$ cat src/rtl/uart_pkg.sv
// Shared UART definitions: frame states, frame-size constants and the bit-period helper.
package uart_pkg;

    localparam int unsigned DATA_BITS     = 8;
    localparam int unsigned FRAME_PAYLOAD = 9;
    localparam int unsigned BITS_SENT_W   = 4;

    typedef enum logic [2:0] {
        IDLE,
        START,
        DATA,
        PARITY,
        STOP
    } uart_state_e;

    function automatic int unsigned clks_per_bit(input int unsigned clock_freq,
                                                 input int unsigned baud_rate);
        return clock_freq / baud_rate;
    endfunction

endpackage

$ cat src/rtl/uart_baud_counter.sv
// Bit-period timer: counts 0..CLKS_PER_BIT-1 and flags the terminal count.
module uart_baud_counter #(
    parameter int unsigned CLKS_PER_BIT = 5208
) (
    input  logic clk,
    input  logic nRst,
    input  logic i_restart,
    output logic o_bit_done_c
);

    localparam int unsigned CNT_W = (CLKS_PER_BIT > 1) ? $clog2(CLKS_PER_BIT) : 1;
    localparam logic [CNT_W-1:0] LAST_CNT = CNT_W'(CLKS_PER_BIT - 1);

    logic [CNT_W-1:0] r_count;
    logic             w_terminal;

    assign w_terminal   = (r_count == LAST_CNT);
    assign o_bit_done_c = !i_restart && w_terminal;

    always_ff @(posedge clk or negedge nRst) begin
        if (!nRst) begin
            r_count <= '0;
        end else if (i_restart || w_terminal) begin
            r_count <= '0;
        end else begin
            r_count <= r_count + CNT_W'(1);
        end
    end

endmodule

$ cat src/rtl/uart_transmitter.sv
// 8E1 UART transmitter with a one-deep holding register for back-to-back frames.
module uart_transmitter
    import uart_pkg::*;
#(
    parameter int unsigned BAUD_RATE  = 9600,
    parameter int unsigned CLOCK_FREQ = 50000000
) (
    input  logic                   clk,
    input  logic                   nRst,
    input  logic                   enable,
    input  logic [DATA_BITS-1:0]   data_in,
    input  logic                   data_valid,
    output logic                   tx_ready,
    output logic                   Tx,
    output logic                   sending,
    output logic [BITS_SENT_W-1:0] bits_sent
);

    localparam int unsigned CLKS_PER_BIT = clks_per_bit(CLOCK_FREQ, BAUD_RATE);

    uart_state_e            r_state;
    uart_state_e            w_state_next;
    logic [DATA_BITS-1:0]   r_hold;
    logic                   r_hold_full;
    logic                   w_hold_full_next;
    logic [DATA_BITS-1:0]   r_shift;
    logic [DATA_BITS-1:0]   w_shift_next;
    logic                   r_parity;
    logic                   w_parity_next;
    logic [BITS_SENT_W-1:0] r_bits_sent;
    logic [BITS_SENT_W-1:0] w_bits_next;
    logic                   r_tx;
    logic                   w_tx_next;
    logic                   r_sending;
    logic                   w_accept;
    logic                   w_load;
    logic                   w_restart;
    logic                   w_bit_done;

    uart_baud_counter #(
        .CLKS_PER_BIT(CLKS_PER_BIT)
    ) u_baud (
        .clk         (clk),
        .nRst        (nRst),
        .i_restart   (w_restart),
        .o_bit_done_c(w_bit_done)
    );

    // Timer is held at zero while idle so START always gets a full bit period.
    assign w_restart = (r_state == IDLE);

    assign tx_ready  = !r_hold_full;
    assign Tx        = r_tx;
    assign sending   = r_sending;
    assign bits_sent = r_bits_sent;

    always_ff @(posedge clk or negedge nRst) begin
        if (!nRst) begin
            r_state <= IDLE;
        end else begin
            r_state <= w_state_next;
        end
    end

    always_comb begin
        w_state_next  = r_state;
        w_shift_next  = r_shift;
        w_parity_next = r_parity;
        w_bits_next   = r_bits_sent;
        w_load        = 1'b0;
        w_accept      = data_valid && !r_hold_full && enable;
        w_tx_next     = 1'b1;

        case (r_state)
            IDLE: begin
                w_load = r_hold_full && enable;
            end
            START: begin
                if (w_bit_done) begin
                    w_state_next = DATA;
                end
            end
            DATA: begin
                if (w_bit_done) begin
                    w_shift_next = r_shift >> 1;
                    w_bits_next  = r_bits_sent + BITS_SENT_W'(1);
                    if (r_bits_sent == BITS_SENT_W'(DATA_BITS - 1)) begin
                        w_state_next = PARITY;
                    end
                end
            end
            PARITY: begin
                if (w_bit_done) begin
                    w_bits_next  = BITS_SENT_W'(FRAME_PAYLOAD);
                    w_state_next = STOP;
                end
            end
            STOP: begin
                if (w_bit_done) begin
                    w_load       = r_hold_full && enable;
                    w_state_next = IDLE;
                end
            end
            default: begin
                w_state_next = IDLE;
            end
        endcase

        if (w_load) begin
            w_state_next  = START;
            w_shift_next  = r_hold;
            w_parity_next = ^r_hold;
            w_bits_next   = '0;
        end

        w_hold_full_next = r_hold_full;
        if (w_accept) begin
            w_hold_full_next = 1'b1;
        end else if (w_load) begin
            w_hold_full_next = 1'b0;
        end

        // Line level is registered from the state being entered.
        case (w_state_next)
            START:   w_tx_next = 1'b0;
            DATA:    w_tx_next = w_shift_next[0];
            PARITY:  w_tx_next = w_parity_next;
            default: w_tx_next = 1'b1;
        endcase
    end

    always_ff @(posedge clk or negedge nRst) begin
        if (!nRst) begin
            r_hold      <= '0;
            r_hold_full <= 1'b0;
            r_shift     <= '0;
            r_parity    <= 1'b0;
            r_bits_sent <= '0;
            r_tx        <= 1'b1;
            r_sending   <= 1'b0;
        end else begin
            if (w_accept) begin
                r_hold <= data_in;
            end
            r_hold_full <= w_hold_full_next;
            r_shift     <= w_shift_next;
            r_parity    <= w_parity_next;
            r_bits_sent <= w_bits_next;
            r_tx        <= w_tx_next;
            r_sending   <= (w_state_next != IDLE);
        end
    end

endmodule

$ cat config.mk
export PLATFORM = sky130hd
export DESIGN_NAME = uart_transmitter
export DESIGN_NICKNAME = d
export VERILOG_FILES = /design/src/rtl/uart_pkg.sv /design/src/rtl/uart_baud_counter.sv /design/src/rtl/uart_transmitter.sv
export SDC_FILE = /design/constraint.sdc
export NUM_CORES = 1
export LEC_CHECK = 0
export CAP_MARGIN = 20
export CORE_MARGIN = 2
export CORE_UTILIZATION = 56
export CTS_BUF_LIST = sky130_fd_sc_hd__clkbuf_16
export CTS_CLUSTER_SIZE = 16
export DETAILED_ROUTE_END_ITERATION = 7
export PLACE_DENSITY = 0.82
export SETUP_SLACK_MARGIN = 0.5
export SLEW_MARGIN = 20
export SYNTH_ARGS = -nofsm -noshare
export SYNTH_HDL_FRONTEND = slang
export SYNTH_SLANG_ARGS = --single-unit
$ cat constraint.sdc
create_clock -name clk -period 2.4 [get_ports clk]
set_input_delay 0.24 -clock clk [delete_from_list [all_inputs] [get_ports clk]]
set_output_delay 0.24 -clock clk [all_outputs]
set_load 0.02 [all_outputs]
== Yosys cells after proc, flatten, opt, wreduce, memory -nomap -nowiden ==
Cells that the tools add are included.
Word-level totals
  register bits: 40
  bits in latches: 0
  bits in writable memories: 0
  memory bits (read-only): 0
  input port bits: 12
  output and inout bits: 7
  logic and storage cells: 60
  memories kept: 0
Cells by class
  $add $sub $neg: 2
  multipliers: 0
  divide/modulo/power cells: 0
  order comparisons: 0
  equality and inequality tests: 11
  shifts and indexed selects: 0
  mux-type cells: 21
  bitwise logic cells: 0
  reductions and logical operators: 16
Operators with widths (number)
  8-bit two-way mux: 3
  3-bit two-way mux: 6
  3-bit one-hot mux with 5 select lines: 1
  13-bit by 1-bit adder with 13-bit output, second input constant: 1
  13-bit == test, second input constant: 1
  13-bit two-way mux: 1
  3-bit by 2-bit == test with 1-bit output, second input constant: 4
  4-bit two-way mux: 3
  4-bit one-hot mux with 2 select lines: 1
  8-bit XOR reduction: 1
  3-bit by 1-bit == test with 1-bit output, second input constant: 2
  3-bit by 2-bit inequality test with 1-bit output, second input constant: 2
  2-bit nonzero test: 3
  3-bit nonzero test: 2
  4-bit by 1-bit adder with 4-bit output, second input constant: 1
  4-bit by 3-bit == test with 1-bit output, second input constant: 1
  1-bit logical AND: 4
  1-bit two-way mux: 4
  3-bit == test, second input constant: 1
  3-bit logical NOT: 1
  1-bit one-hot mux with 3 select lines: 1
  3-bit AND reduction: 1
  1-bit logical NOT: 2
  1-bit one-hot mux with 2 select lines: 1
  other kinds (2): 2

== Depth between registers and ports, before layout ==
  depth after elaboration: 8
  depth in mapped cells: 8
  depth with buffers taken out: 6

== Cells and area by module ==
From an unflattened synthesis, not the netlist that was laid out.
Unflattened totals
  cells, all modules: 187
  area, all modules: 2000.7 um2
By module, submodules not included
  uart_transmitter: instances 1, cells an instance 119, area each 1317.5 um2, seq. area each 676.9 um2
  uart_baud_counter: instances 1, cells an instance 68, area each 683.2 um2, seq. area each 325.3 um2

== Worst setup path before layout ==
No wires, ideal clock.
  path kind: reg-to-reg
  start point: register u_baud.r_count[7]
  end point: register r_bits_sent[2] (netlist: bits_sent[2])
  library setup time: 0.082 ns
  arrival time: 2.139 ns
  required time: 2.318 ns
  path slack: 0.179 ns
  stages on the path, launching flop included: 7
  buffers on the path: 1
  period minus slack after synthesis: 2.221 ns
  path through: dfrtp_1 -> or4b_1 -> or3_1 -> buf_6 -> nand2b_4 -> or4b_1 -> a31oi_1
Between the ends
  word-level cells in the longest chain between the ends: 6
  elaborated cells on any way between the ends: 9
  classes of those cells: eq/ne (3); mux (3); reduce/logical (3)
Ends and longest elaborated chain
  from (decl): line uart_baud_counter.sv:14  | logic [CNT_W-1:0] r_count;
  from (signal assigned): line uart_baud_counter.sv:26  | r_count <= r_count + CNT_W'(1);
  13-bit == test *: line uart_baud_counter.sv:17  | assign w_terminal = (r_count == LAST_CNT);
  1-bit logical AND *: line uart_baud_counter.sv:18  | assign o_bit_done_c = !i_restart && w_terminal;
  1-bit two-way mux: line uart_transmitter.sv:99  | if (w_bit_done) begin
  1-bit one-hot mux with 2 select lines: line uart_transmitter.sv:74  | case (r_state)
  3-bit by 2-bit inequality test with 1-bit output (no source line) or 3-bit nonzero test (tied branches)
  3-bit AND reduction (no source line)
  to (signal assigned): line uart_transmitter.sv:148  | r_bits_sent <= w_bits_next;
  to (decl): line uart_transmitter.sv:30  | logic [BITS_SENT_W-1:0] r_bits_sent;
Every way passes the cells marked *; elsewhere a longest branch is shown, timed or not.
A chain may end at the register's enable or synchronous reset.

== Worst setup path in the final report ==
Same ends and word-level chain as after synthesis.

==> results.ini <==
[yosys]
ys_warn_count = 0
synth_mux_area_share_pct = 9.95
synth_fa_ha_area_share_pct = 1.30
ys_seq_area_share_pct = 52.1
synth_compound_area_share_pct = 7.35
synth.ff_latch_count = 40
synth_xor_area_share_pct = 8.20
syn-num-nets = 196
yosys.area_share.simple_pct = 18.2
synth_area_um2 = 1920
syn_area_per_cell_um2 = 10.6
ys_types = 35
synth_top_family_by_area = simple AND/OR/NAND/NOR gates
synthCells = 182

[sta]
hold_viol = 0
worst_slack_ns = 0.278
skew_ns = 0.00173
final.setup.tns_ns = 0
min_period_over_period_pct = 88.4
setup_violations = 0
maxSlewHeadroom_pct = 43.4
fmax_mhz = 471
worst_pin_slew_ns = 0.848
finalCriticalPeriod_ns = 2.12
rsz0062_at_grt = yes
drv_slew = 0

[detailed_routing]
drt-vias-per-instance = 5.65
ant_nets = 0
drtIter0Drc = 172
totalWireLength_um = 3990
drc_errors = 0
drtPass1Iterations = 4
num_vias = 1468
wl_per_cell_um = 15.4

[clocking]
clk-insertion-delay-late_ns = 0.28
cts_sinks = 40
cts_tree = yes
cts_hold_buf = 0
clock_path_buffers = 2
clk_pin_slew_ns = 0.06
htree_levels = 2
cts-root-buf = clkbuf_16
cts_buffers = 5

[grt]
grt_usage_pct = 23.1
overflow = 0
grt_pass1_vias = 1532
grt_max_degree = 41
antenna_found_initial = 0
grt_pass1_wl_um = 6980

[worst_setup_path]
crit_chain = or4b_1, or3_4, nand2b_4, or4b_1, a31oi_1
slowest_delay_ns = 0.51
path_buf_inv = 0
r2r-start = u_baud.r_count[7]
crit_top_cell = or4b_1
critPathKind = reg -> reg
r2r_setup_slack_ns = 0.28
crit_path_max_fanout = 5
arrival_ns = 2.32
cp_top_family = simple AND/OR/NAND/NOR gates
r2r_cells = 5
start_kind = flip-flop
r2r-end = bits_sent[2]
required_ns = 2.60
cp.depth = 5
crit_path_end_kind = flip-flop
endpoint = bits_sent[2]
worstSetupStartpoint = u_baud.r_count[7]
slowest_stage = or4b_1

[run_status]
status = finished clean

[place]
dp_hpwl_um = 2470
place_congestion = 0.827
io_buffers = 18
post-place-ws_ns = 0.101

[pwr]
ir_worst_vdd_mv = 0.480
power_density_nw_per_um2 = 589
p_leak_nw = 1.12

[floorplanning]
core_area_um2 = 3310
die_y_um = 62.6
fp-row-count = 21
die_area_um2 = 3920
io_pins = 19
initial_core_util_pct = 58.1
die-width_um = 62.6

[worst_hold_path]
hold_class = in -> async

[final_layout]
area_delta_synth_final_pct = 26.9
drive_gt1_share_pct = 21.5
diodes = 0
nets = 227

[job]
drv_cap = 0

worst reg2reg max path, cell delays in order (launching register included):
cell and delay (ns):
dfrtp_1 0.39, or4b_1 0.51, or3_4 0.37, nand2b_4 0.15
or4b_1 0.47, a31oi_1 0.15
worst min path at each step:
stage | start | endpoint | cells past startpoint
detailed placement | nRst | bits_sent[1] | 1
floorplan | nRst | bits_sent[0] | 0
finish | nRst | bits_sent[3] | 1
global route | nRst | sending | 1
CTS | nRst | bits_sent[1] | 1
global placement | nRst | bits_sent[1] | 1
layout by cell type, fill, tap and decap left out, drive strengths merged, types with 2 or more instances in the layout:
| cell | synthesis | final |
|---|---|---|
| xor2 | 6 | 6 |
| buf | 3 | 13 |
| o21ai | 10 | 10 |
| clkbuf | 3 | 5 |
| a21oi | 5 | 5 |
| a31oi | 2 | 2 |
| clkdlybuf4s50 | 0 | 17 |
| mux2i | 9 | 9 |
| or2 | 2 | 2 |
| mux2 | 9 | 9 |
| and3 | 4 | 4 |
| a221oi | 2 | 2 |
| nand4bb | 2 | 2 |
| nand2 | 23 | 23 |
| inv | 6 | 7 |
| ha | 2 | 2 |
| nor2 | 19 | 19 |
| nand3 | 7 | 7 |
| xnor2 | 12 | 12 |
| nand3b | 2 | 2 |
| dfrtp | 39 | 39 |
| or4b | 2 | 2 |
state kept, by name, indices dropped and copies added, names as in the netlist, 3 cells and up:
signal	flops
r_state	3
u_baud.r_count	13
r_shift	8
r_hold	8
bits_sent	4
synth_stat cells:
library cell | count | share of area (%)
a221oi_1 | 2 | 0.91
ha_1 | 2 | 1.3
nor4_1 | 1 | 0.33
dfstp_2 | 1 | 1.4
o32ai_1 | 1 | 0.46
nand2_1 | 23 | 4.5
dfrtp_1 | 39 | 51
or3b_2 | 1 | 0.46
buf_6 | 1 | 0.59
a211oi_2 | 1 | 0.65
nor3_1 | 1 | 0.26
buf_2 | 2 | 0.52
o21ai_0 | 10 | 2.6
nand2b_4 | 1 | 0.72
inv_1 | 6 | 1.2
nand3b_1 | 2 | 0.78
or3_1 | 1 | 0.33
nand4_1 | 1 | 0.33
xor2_1 | 6 | 2.7
and3_1 | 4 | 1.3
or2_2 | 2 | 0.65
and2b_1 | 1 | 0.39
nand3_1 | 7 | 1.8
xnor2_1 | 12 | 5.5
mux2_2 | 9 | 5.3
clkbuf_1 | 3 | 0.59
nand4bb_1 | 2 | 1.2
a21oi_1 | 5 | 1.3
or4b_1 | 2 | 1.0
a31oi_1 | 2 | 0.65
nor2_1 | 19 | 3.7
nand4b_1 | 1 | 0.46
mux2i_1 | 9 | 4.7
a211o_1 | 1 | 0.46
o22ai_1 | 1 | 0.33
metal layers:
layer  GRT usage (%)  vias to the layer above  wire length [um]
met5               0                        -                 0
met4            9.72                        0               102
met3            6.85                       11               222
met2            40.2                       58              2070
met1            26.5                      714              1600
li1                -                      685                 -
cell families after synthesis:
kind of cell / count (synthesis)
DFF: 40
adders and majority gates: 2
and+or+nand+nor: 69
AOI/OAI and AO/OA: 23
xor gates and xnor gates: 18
buffers and inverters: 12
muxes: 18
through the flow:
| step | total power, mW | instances | utilization (%) | instance area (um^2) | hold WS (ns) |
|---|---|---|---|---|---|
| floorplan | 0.688 | 182 | - | 1930 | -0.0556 |
| detailed placement | 0.720 | 244 | 65.0 | 2150 | 0.401 |
| finish | 1.44 | 260 | 73.7 | 2440 | 0.0664 |
| global route | 1.49 | 260 | 73.7 | 2440 | 0.140 |
| global placement | 0.718 | 244 | 65.0 | 2150 | 0.385 |
| CTS | 1.45 | 258 | 72.3 | 2390 | 0.104 |
where the power goes:
| group | switching (mW) | total [mW] | internal (mW) | leakage (nW) |
|---|---|---|---|---|
| Clock | 0.247 | 0.731 | 0.484 | 0.0850 |
| Combinational | 0.0167 | 0.0320 | 0.0153 | 0.573 |
| Sequential | 0 | 0.675 | 0.675 | 0.466 |
what timing repair did:
action | CTS | global route
hold endpoints to repair | 0 | 0
cloned | 1 | 1
gates resized for setup | 9 | 17
endpoints found under the setup margin | 16 | 29
setup buffers | 5 | 1
pin swaps | 6 | 3
layout make-up:
type                       instances  area (um^2)
timing repair buffer              30          280
multi-input combinational        130          913
inverter                           6         22.5
clock inverter                     3         38.8
fill                             234          870
sequential                        40         1000
clock buffer                       5          125
tap                               46         57.6
Note: power is estimated with default switching activity, not from simulation.
